[src/rtl/fir_output_stage.sv]
// fir_output_stage
//
// This is the output stage after the FIR filter. It takes the filter's
// full-precision result on each sample strobe and keeps one sample in every
// DECIM. Each kept sample is rounded half-to-even down to OW bits and then
// saturated to the signed OW-bit range. The result is queued in a small FIFO
// that a consumer drains over a valid/ready handshake.
//
// Ports:
//   i_clk       clock, all logic on the rising edge
//   i_reset_n   asynchronous active-low reset
//   i_ce        sample strobe; i_result is valid while i_ce is high
//   i_result    signed full-precision filter output (IW bits)
//   o_valid     FIFO head is valid
//   i_ready     consumer accepts the head this cycle
//   o_data      signed FIFO head (OW bits)
//   o_fill      FIFO occupancy, 0..2^LGFIFO
//   o_overflow  sticky: a sample was saturated
//   o_drop      sticky: a sample was lost because the FIFO was full
//   i_clear     synchronous clear of o_overflow and o_drop
//
// Handshake: a word transfers on every rising edge where o_valid && i_ready.
// While o_valid is high and i_ready is low, o_data holds its value. o_valid
// never falls without a transfer. o_data is meaningless while o_valid is low.
// The producer side has no backpressure. A sample that reaches a full FIFO
// with no read in the same cycle is discarded and flagged in o_drop.
module fir_output_stage #(
    parameter int IW     = 31,
    parameter int OW     = 16,
    parameter int SHIFT  = IW - OW,   // 1 <= SHIFT <= IW-OW
    parameter int DECIM  = 4,         // >= 1
    parameter int LGFIFO = 3
) (
    input  logic              i_clk,
    input  logic              i_reset_n,
    input  logic              i_ce,
    input  logic [IW-1:0]     i_result,
    output logic              o_valid,
    input  logic              i_ready,
    output logic [OW-1:0]     o_data,
    output logic [LGFIFO:0]   o_fill,
    output logic              o_overflow,
    output logic              o_drop,
    input  logic              i_clear
);

    // Width of the rounded value. This is one guard bit wider than OW when
    // SHIFT == IW-OW.
    localparam int RW    = IW + 1 - SHIFT;
    localparam int CW    = (DECIM > 1) ? $clog2(DECIM) : 1;
    localparam int DEPTH = 1 << LGFIFO;

    localparam logic [CW-1:0] DEC_LAST = CW'(DECIM - 1);
    localparam logic [IW:0]   BIAS     = (IW+1)'((64'd1 << (SHIFT - 1)) - 64'd1);
    localparam logic [LGFIFO:0] FULL_CNT = (LGFIFO+1)'(DEPTH);

    // ------------------------------------------------------------------
    // Decimation counter. It advances only on strobes.
    // ------------------------------------------------------------------
    logic [CW-1:0] dec_cnt;
    logic          accept;

    assign accept = i_ce && (dec_cnt == '0);

    always_ff @(posedge i_clk or negedge i_reset_n) begin
        if (!i_reset_n) begin
            dec_cnt <= '0;
        end else if (i_ce) begin
            if (dec_cnt == DEC_LAST)
                dec_cnt <= '0;
            else
                dec_cnt <= dec_cnt + 1'b1;
        end
    end

    // ------------------------------------------------------------------
    // Stage 1: convergent rounding.
    // The bias is half an output LSB minus one. The kept LSB of the input
    // (bit SHIFT) is added on top, so an exact tie rounds up only when the
    // truncated result would be odd. The sum is one bit wider than the input
    // and cannot wrap. Taking bits [IW:SHIFT] of the sign-extended sum is
    // the arithmetic right shift.
    // ------------------------------------------------------------------
    logic [IW:0]   rnd_sum;
    logic [RW-1:0] rnd_next;
    logic          s1_valid;
    logic [RW-1:0] s1_r;

    always_comb begin
        rnd_sum  = {i_result[IW-1], i_result} + BIAS
                 + {{IW{1'b0}}, i_result[SHIFT]};
        rnd_next = rnd_sum[IW:SHIFT];
    end

    always_ff @(posedge i_clk or negedge i_reset_n) begin
        if (!i_reset_n) begin
            s1_valid <= 1'b0;
            s1_r     <= '0;
        end else begin
            s1_valid <= accept;
            if (accept)
                s1_r <= rnd_next;
        end
    end

    // ------------------------------------------------------------------
    // Stage 2: signed saturation to OW bits.
    // The value fits when all bits above OW-1 equal the sign bit.
    // ------------------------------------------------------------------
    logic          sat_pos;
    logic          sat_neg;
    logic [OW-1:0] sat_data;
    logic          ovf_set;
    logic          s2_valid;
    logic [OW-1:0] s2_data;

    always_comb begin
        sat_pos  = !s1_r[RW-1] && (s1_r[RW-2:OW-1] != '0);
        sat_neg  =  s1_r[RW-1] && (s1_r[RW-2:OW-1] != '1);
        sat_data = s1_r[OW-1:0];
        if (sat_pos)
            sat_data = {1'b0, {(OW-1){1'b1}}};
        else if (sat_neg)
            sat_data = {1'b1, {(OW-1){1'b0}}};
        ovf_set  = s1_valid && (sat_pos || sat_neg);
    end

    always_ff @(posedge i_clk or negedge i_reset_n) begin
        if (!i_reset_n) begin
            s2_valid <= 1'b0;
            s2_data  <= '0;
        end else begin
            s2_valid <= s1_valid;
            if (s1_valid)
                s2_data <= sat_data;
        end
    end

    // ------------------------------------------------------------------
    // Output FIFO: circular pointers plus an explicit count.
    // When the FIFO is full and a read happens in the same cycle, the write
    // lands in the slot being vacated (wr_ptr == rd_ptr). o_data reads the
    // old contents combinationally, so the head stays correct for that edge.
    // ------------------------------------------------------------------
    logic [OW-1:0]     mem [DEPTH];
    logic [LGFIFO-1:0] wr_ptr;
    logic [LGFIFO-1:0] rd_ptr;
    logic [LGFIFO:0]   count;
    logic              full;
    logic              fifo_rd;
    logic              fifo_wr;
    logic              drop_set;

    always_comb begin
        full     = (count == FULL_CNT);
        fifo_rd  = (count != '0) && i_ready;
        fifo_wr  = s2_valid && (!full || fifo_rd);
        drop_set = s2_valid && full && !fifo_rd;
    end

    always_ff @(posedge i_clk or negedge i_reset_n) begin
        if (!i_reset_n) begin
            wr_ptr <= '0;
            rd_ptr <= '0;
            count  <= '0;
            for (int i = 0; i < DEPTH; i++)
                mem[i] <= '0;
        end else begin
            if (fifo_wr) begin
                mem[wr_ptr] <= s2_data;
                wr_ptr      <= wr_ptr + 1'b1;
            end
            if (fifo_rd)
                rd_ptr <= rd_ptr + 1'b1;
            case ({fifo_wr, fifo_rd})
                2'b10:   count <= count + 1'b1;
                2'b01:   count <= count - 1'b1;
                default: count <= count;
            endcase
        end
    end

    assign o_valid = (count != '0);
    assign o_data  = mem[rd_ptr];
    assign o_fill  = count;

    // ------------------------------------------------------------------
    // Sticky flags. A set event wins over a clear in the same cycle.
    // ------------------------------------------------------------------
    always_ff @(posedge i_clk or negedge i_reset_n) begin
        if (!i_reset_n) begin
            o_overflow <= 1'b0;
            o_drop     <= 1'b0;
        end else begin
            if (ovf_set)
                o_overflow <= 1'b1;
            else if (i_clear)
                o_overflow <= 1'b0;

            if (drop_set)
                o_drop <= 1'b1;
            else if (i_clear)
                o_drop <= 1'b0;
        end
    end

endmodule

[config.mk]
export PLATFORM = sky130hd
export DESIGN_NAME = fir_output_stage
export DESIGN_NICKNAME = d
export VERILOG_FILES = /design/src/rtl/fir_output_stage.sv
export SDC_FILE = /design/constraint.sdc
export NUM_CORES = 1
export LEC_CHECK = 0
export ABC_AREA = 1
export ABC_CLOCK_PERIOD_IN_PS = 2000
export BUFFER_PORTS_ARGS = -buffer_cell sky130_fd_sc_hd__buf_4
export CAP_MARGIN = 15
export CELL_PAD_IN_SITES_DETAIL_PLACEMENT = 2
export CELL_PAD_IN_SITES_GLOBAL_PLACEMENT = 2
export CORE_MARGIN = 3
export CORE_UTILIZATION = 33
export DETAILED_ROUTE_END_ITERATION = 10
export MAX_ROUTING_LAYER = met4
export PLACE_DENSITY = 0.8
export SYNTH_ARGS = -nofsm -noshare
export SYNTH_HDL_FRONTEND = slang
export SYNTH_SLANG_ARGS = --single-unit
[constraint.sdc]
create_clock -name i_clk -period 2 [get_ports i_clk]
set_clock_uncertainty 0.2 [all_clocks]
set_input_delay 0.4 -clock i_clk [delete_from_list [all_inputs] [get_ports i_clk]]
set_output_delay 0.4 -clock i_clk [all_outputs]
set_load 0.005 [all_outputs]
==> results.py <==
metrics = {
    "min_path": {
        "worstHoldPathType": "in -> reg",
    },
    "layout": {
        "syn2layout_area_growth_pct": 29.2,
        "diodes": 0,
        "nNetsFinal": 1157,
        "instances_no_fill": 1448,
        "drive_above_1_share_pct": 23.2,
        "fin_area_sq_um": 10900,
    },
    "route": {
        "wl_mm": 34.8,
        "drt_iter0_drc": 471,
        "wl_per_cell_microns": 24.1,
        "vias": 7935,
        "drc": 0,
        "avgViaCountPerCell": 5.48,
        "ant_nets": 0,
        "first_pass_iters": 5,
    },
    "global_route": {
        "grt_max_degree": 47,
        "top_usage_layer": "met2",
        "met2_usage_pct": 38.4,
        "grt_usage_pct": 22.1,
        "use_met3_pct": 2.81,
        "grt_overflow_total": 0,
        "grt_pass1_vias": 8595,
        "antenna_found_initial": 0,
        "grt_use_met1_pct": 27.3,
        "grt_first_pass_wirelength_mm": 47.7,
    },
    "clocking": {
        "numCtsBuffers": 17,
        "htreeDepth": 4,
        "clockBufferDepth": 2,
        "cts_root_buf": "clkbuf_16",
        "clk_pin_slew_ns": 0.07,
        "clk_latency_ns": 0.44,
        "cts_tree": "yes",
        "cts.sinks": 177,
    },
    "die": {
        "initial_core_util_pct": 34.1,
        "rows": 57,
        "die-area_sq_um": 27500,
        "io_pins": 59,
        "core-area_sq_um": 24700,
        "die_y_microns": 166,
        "die_w_microns": 166,
    },
    "yosys": {
        "syn_inst": 1013,
        "yosysMostFrequentCell": "nand2_1",
        "ys_seq_area_share_pct": 52.5,
        "synth_area_leaders": "dfrtp_1, nand2_1, o21ai_0, nor2_1, o21ai_1",
        "synth_top_family_by_area": "simple AND/OR/NAND/NOR gates",
        "synthTopCellsByCount": "nand2_1, dfrtp_1, nor2_1, o21ai_0, o21ai_1",
        "ys_ff_latch": 177,
        "synthArstFlopShare_pct": 100,
        "post_synth_xor_area_fraction_pct": 0.727,
        "synthMuxAreaShare_pct": 0,
        "yosysWarnings": 0,
        "synth_fp_nets": 1059,
        "yosys.area.top_type": "dfrtp_1",
        "synth_simple_gate_area_share_pct": 20.8,
        "synth_flop_cell": "dfrtp_1",
        "synth_edf_count": 0,
        "postSynthAreaPerCell_sq_um": 8.33,
        "synth_top_area_share_pct": 52.5,
        "synth_fa_ha_area_share_pct": 1.48,
        "synth_cell_types": 30,
        "synth_compound_area_share_pct": 17.5,
        "netlist_area_sq_um": 8440,
    },
    "worst_setup_path": {
        "crit_type": "reg -> out",
        "r2r_slack_ns": -0.20,
        "critPathMaxFanout": 11,
        "crit_path_end_kind": "output port",
        "start_kind": "flop",
        "crit_buf_inv": 3,
        "crit_required_ns": 1.40,
        "path_delay_family": "compound AO/OA/AOI/OAI gates",
        "cp.arrival_ns": 1.97,
        "cp_slowest_stage_delay_ns": 0.43,
        "path_cells": "buf_6 -> clkbuf_16 -> o21ai_0 -> o21ai_1 -> nand2_1 -> nand2_2 -> buf_4",
        "slowest_stage": "dfrtp_2",
    },
    "pwr": {
        "switching_power_mw": 8.93,
        "power.share.clock_pct": 17.6,
        "p_comb_share_pct": 49.7,
        "switching_share_pct": 44.2,
        "internal_power_mw": 11.3,
        "p_leak_nw": 5.20,
        "irDropWorstVdd_mv": 0.796,
        "pwr-share-seq_pct": 32.7,
        "p_per_area_nw_per_um2": 1850,
    },
    "sta": {
        "timing.final.crit_share_pct": 129,
        "fin_ws_ns": -0.573,
        "period_minus_slack_ns": 2.57,
        "finalSetupViolations": 20,
        "fmax_mhz": 389,
        "hold_viol": 0,
        "worstMarginPinSlew_ns": 0.502,
        "relSlewSlack_pct": 66.5,
        "slew_viol_final": 0,
        "rsz0062_at_grt": "true",
    },
    "outcome": {
        "status": "finished with violations",
        "violations": "negative setup slack",
    },
    "place": {
        "dpl.hpwl_mm": 17.8,
        "numPortBuffers": 58,
        "dp.cells": 1391,
        "gp_congestion": 0.788,
        "dpl_cell_area_sq_um": 9600,
    },
    "flow_run": {
        "maxCapViolations": 0,
    },
}
## flip-flops by register name, indices dropped and copies added, names as in the netlist
name and flops:
dec_cnt 2, mem 128, o_drop 1, o_fill 4
o_overflow 1, rd_ptr 3, s1_r 17, s1_valid 1
s2_data 16, s2_valid 1, wr_ptr 3
## power groups by stage
stage                     combinational (mW)  sequential (mW)  clock, mW
final                                   10.0             6.59       3.55
after detailed placement                7.61             6.30          0
after global routing                    10.9             6.76       3.77
after global placement                  7.19             6.17          0
after CTS                               8.69             6.36       3.55
after floorplan                         4.65             5.99          0
## worst register-to-register path: stages, from the launching register on
cell and delay [ns]:
dfrtp_2 0.43, nor2_4 0.15, nand3_4 0.10, nand2_2 0.12, inv_2 0.06, ha_4 0.18, nand2_4 0.08, inv_2 0.04
nor2_4 0.12, buf_4 0.15, nand4_1 0.19, nand4_1 0.19, nand2_1 0.08
## final timing paths
path / from / end / depth (start not counted)
max in group asynchronous: i_reset_n / s1_r[9]$_DFFE_PN0P_ / 3
hold / removal: i_result[17] / s1_r[2]$_DFFE_PN0P_ / 3
min in group asynchronous: i_reset_n / mem[18]$_DFFE_PN0P_ / 2
setup / recovery: rd_ptr[0]$_DFFE_PN0P_ / o_data[14] / 7
hold reg to reg: s1_valid$_DFF_PN0_ / s2_valid$_DFF_PN0_ / 0
setup reg to reg: o_fill[0]$_DFFE_PN0P_ / o_fill[3]$_DFFE_PN0P_ / 12
## logic make-up after synthesis
group                    Yosys count
AND/OR/NAND/NOR                  438
AO/OA/AOI/OAI                    275
flip-flops                       177
buffers and inverters            106
adder cells (fa/ha/maj)           10
XOR/XNOR                           7
## layout by cell type (no fill, tap or decap), types with 15 or more instances in the layout
| cell | instances |
|---|---|
| a21oi_1 | 33 |
| buf_12 | 24 |
| buf_4 | 86 |
| clkbuf_16 | 23 |
| dfrtp_1 | 172 |
| inv_1 | 42 |
| nand2_1 | 253 |
| nand3_1 | 15 |
| nor2_1 | 111 |
| nor2_2 | 15 |
| nor2_4 | 15 |
| o21ai_0 | 55 |
| o21ai_1 | 149 |
| o21ai_2 | 31 |
## through the flow
stage	setup WS [ns]	total power, mW	hold slack [ns]	TNS (ns)	util, %
6_report	-0.573	20.2	0.0328	-7.70	44.0
2_1_floorplan	-0.0346	10.6	-0.0956	-0.0346	-
3_3_place_gp	0.0148	13.4	0.146	0	38.8
5_1_grt	-0.639	21.4	0.0744	-9.36	44.0
3_5_place_dp	-0.0977	13.9	0.149	-1.58	38.8
4_1_cts	-0.473	18.6	0.0311	-6.54	42.5
## routing by layer
layer  vias to the layer above  routed length [microns]
met5                         -                        0
met4                         0                     1470
met3                        93                     1280
met2                       247                    17700
met1                      4092                    14400
li1                       3503                        -
## repair_timing
action | in CTS | in global routing
setup endpoints to repair | 129 | 34
gates cloned | 4 | 7
resized for setup | 76 | 74
hold buffers | 3 | 0
endpoints found under the hold margin | 36 | 0
setup buffers | 6 | 5
pin swaps | 10 | 27
## layout make-up
cell class | instances | area, sq um
clock buffer | 23 | 468
clock inverter | 9 | 131
fill | 2654 | 13800
inverter | 51 | 211
multi-input combinational | 730 | 3700
sequential | 177 | 4440
tap | 324 | 405
timing repair buffer | 134 | 1540
Note: power is estimated with default switching activity, not from simulation.
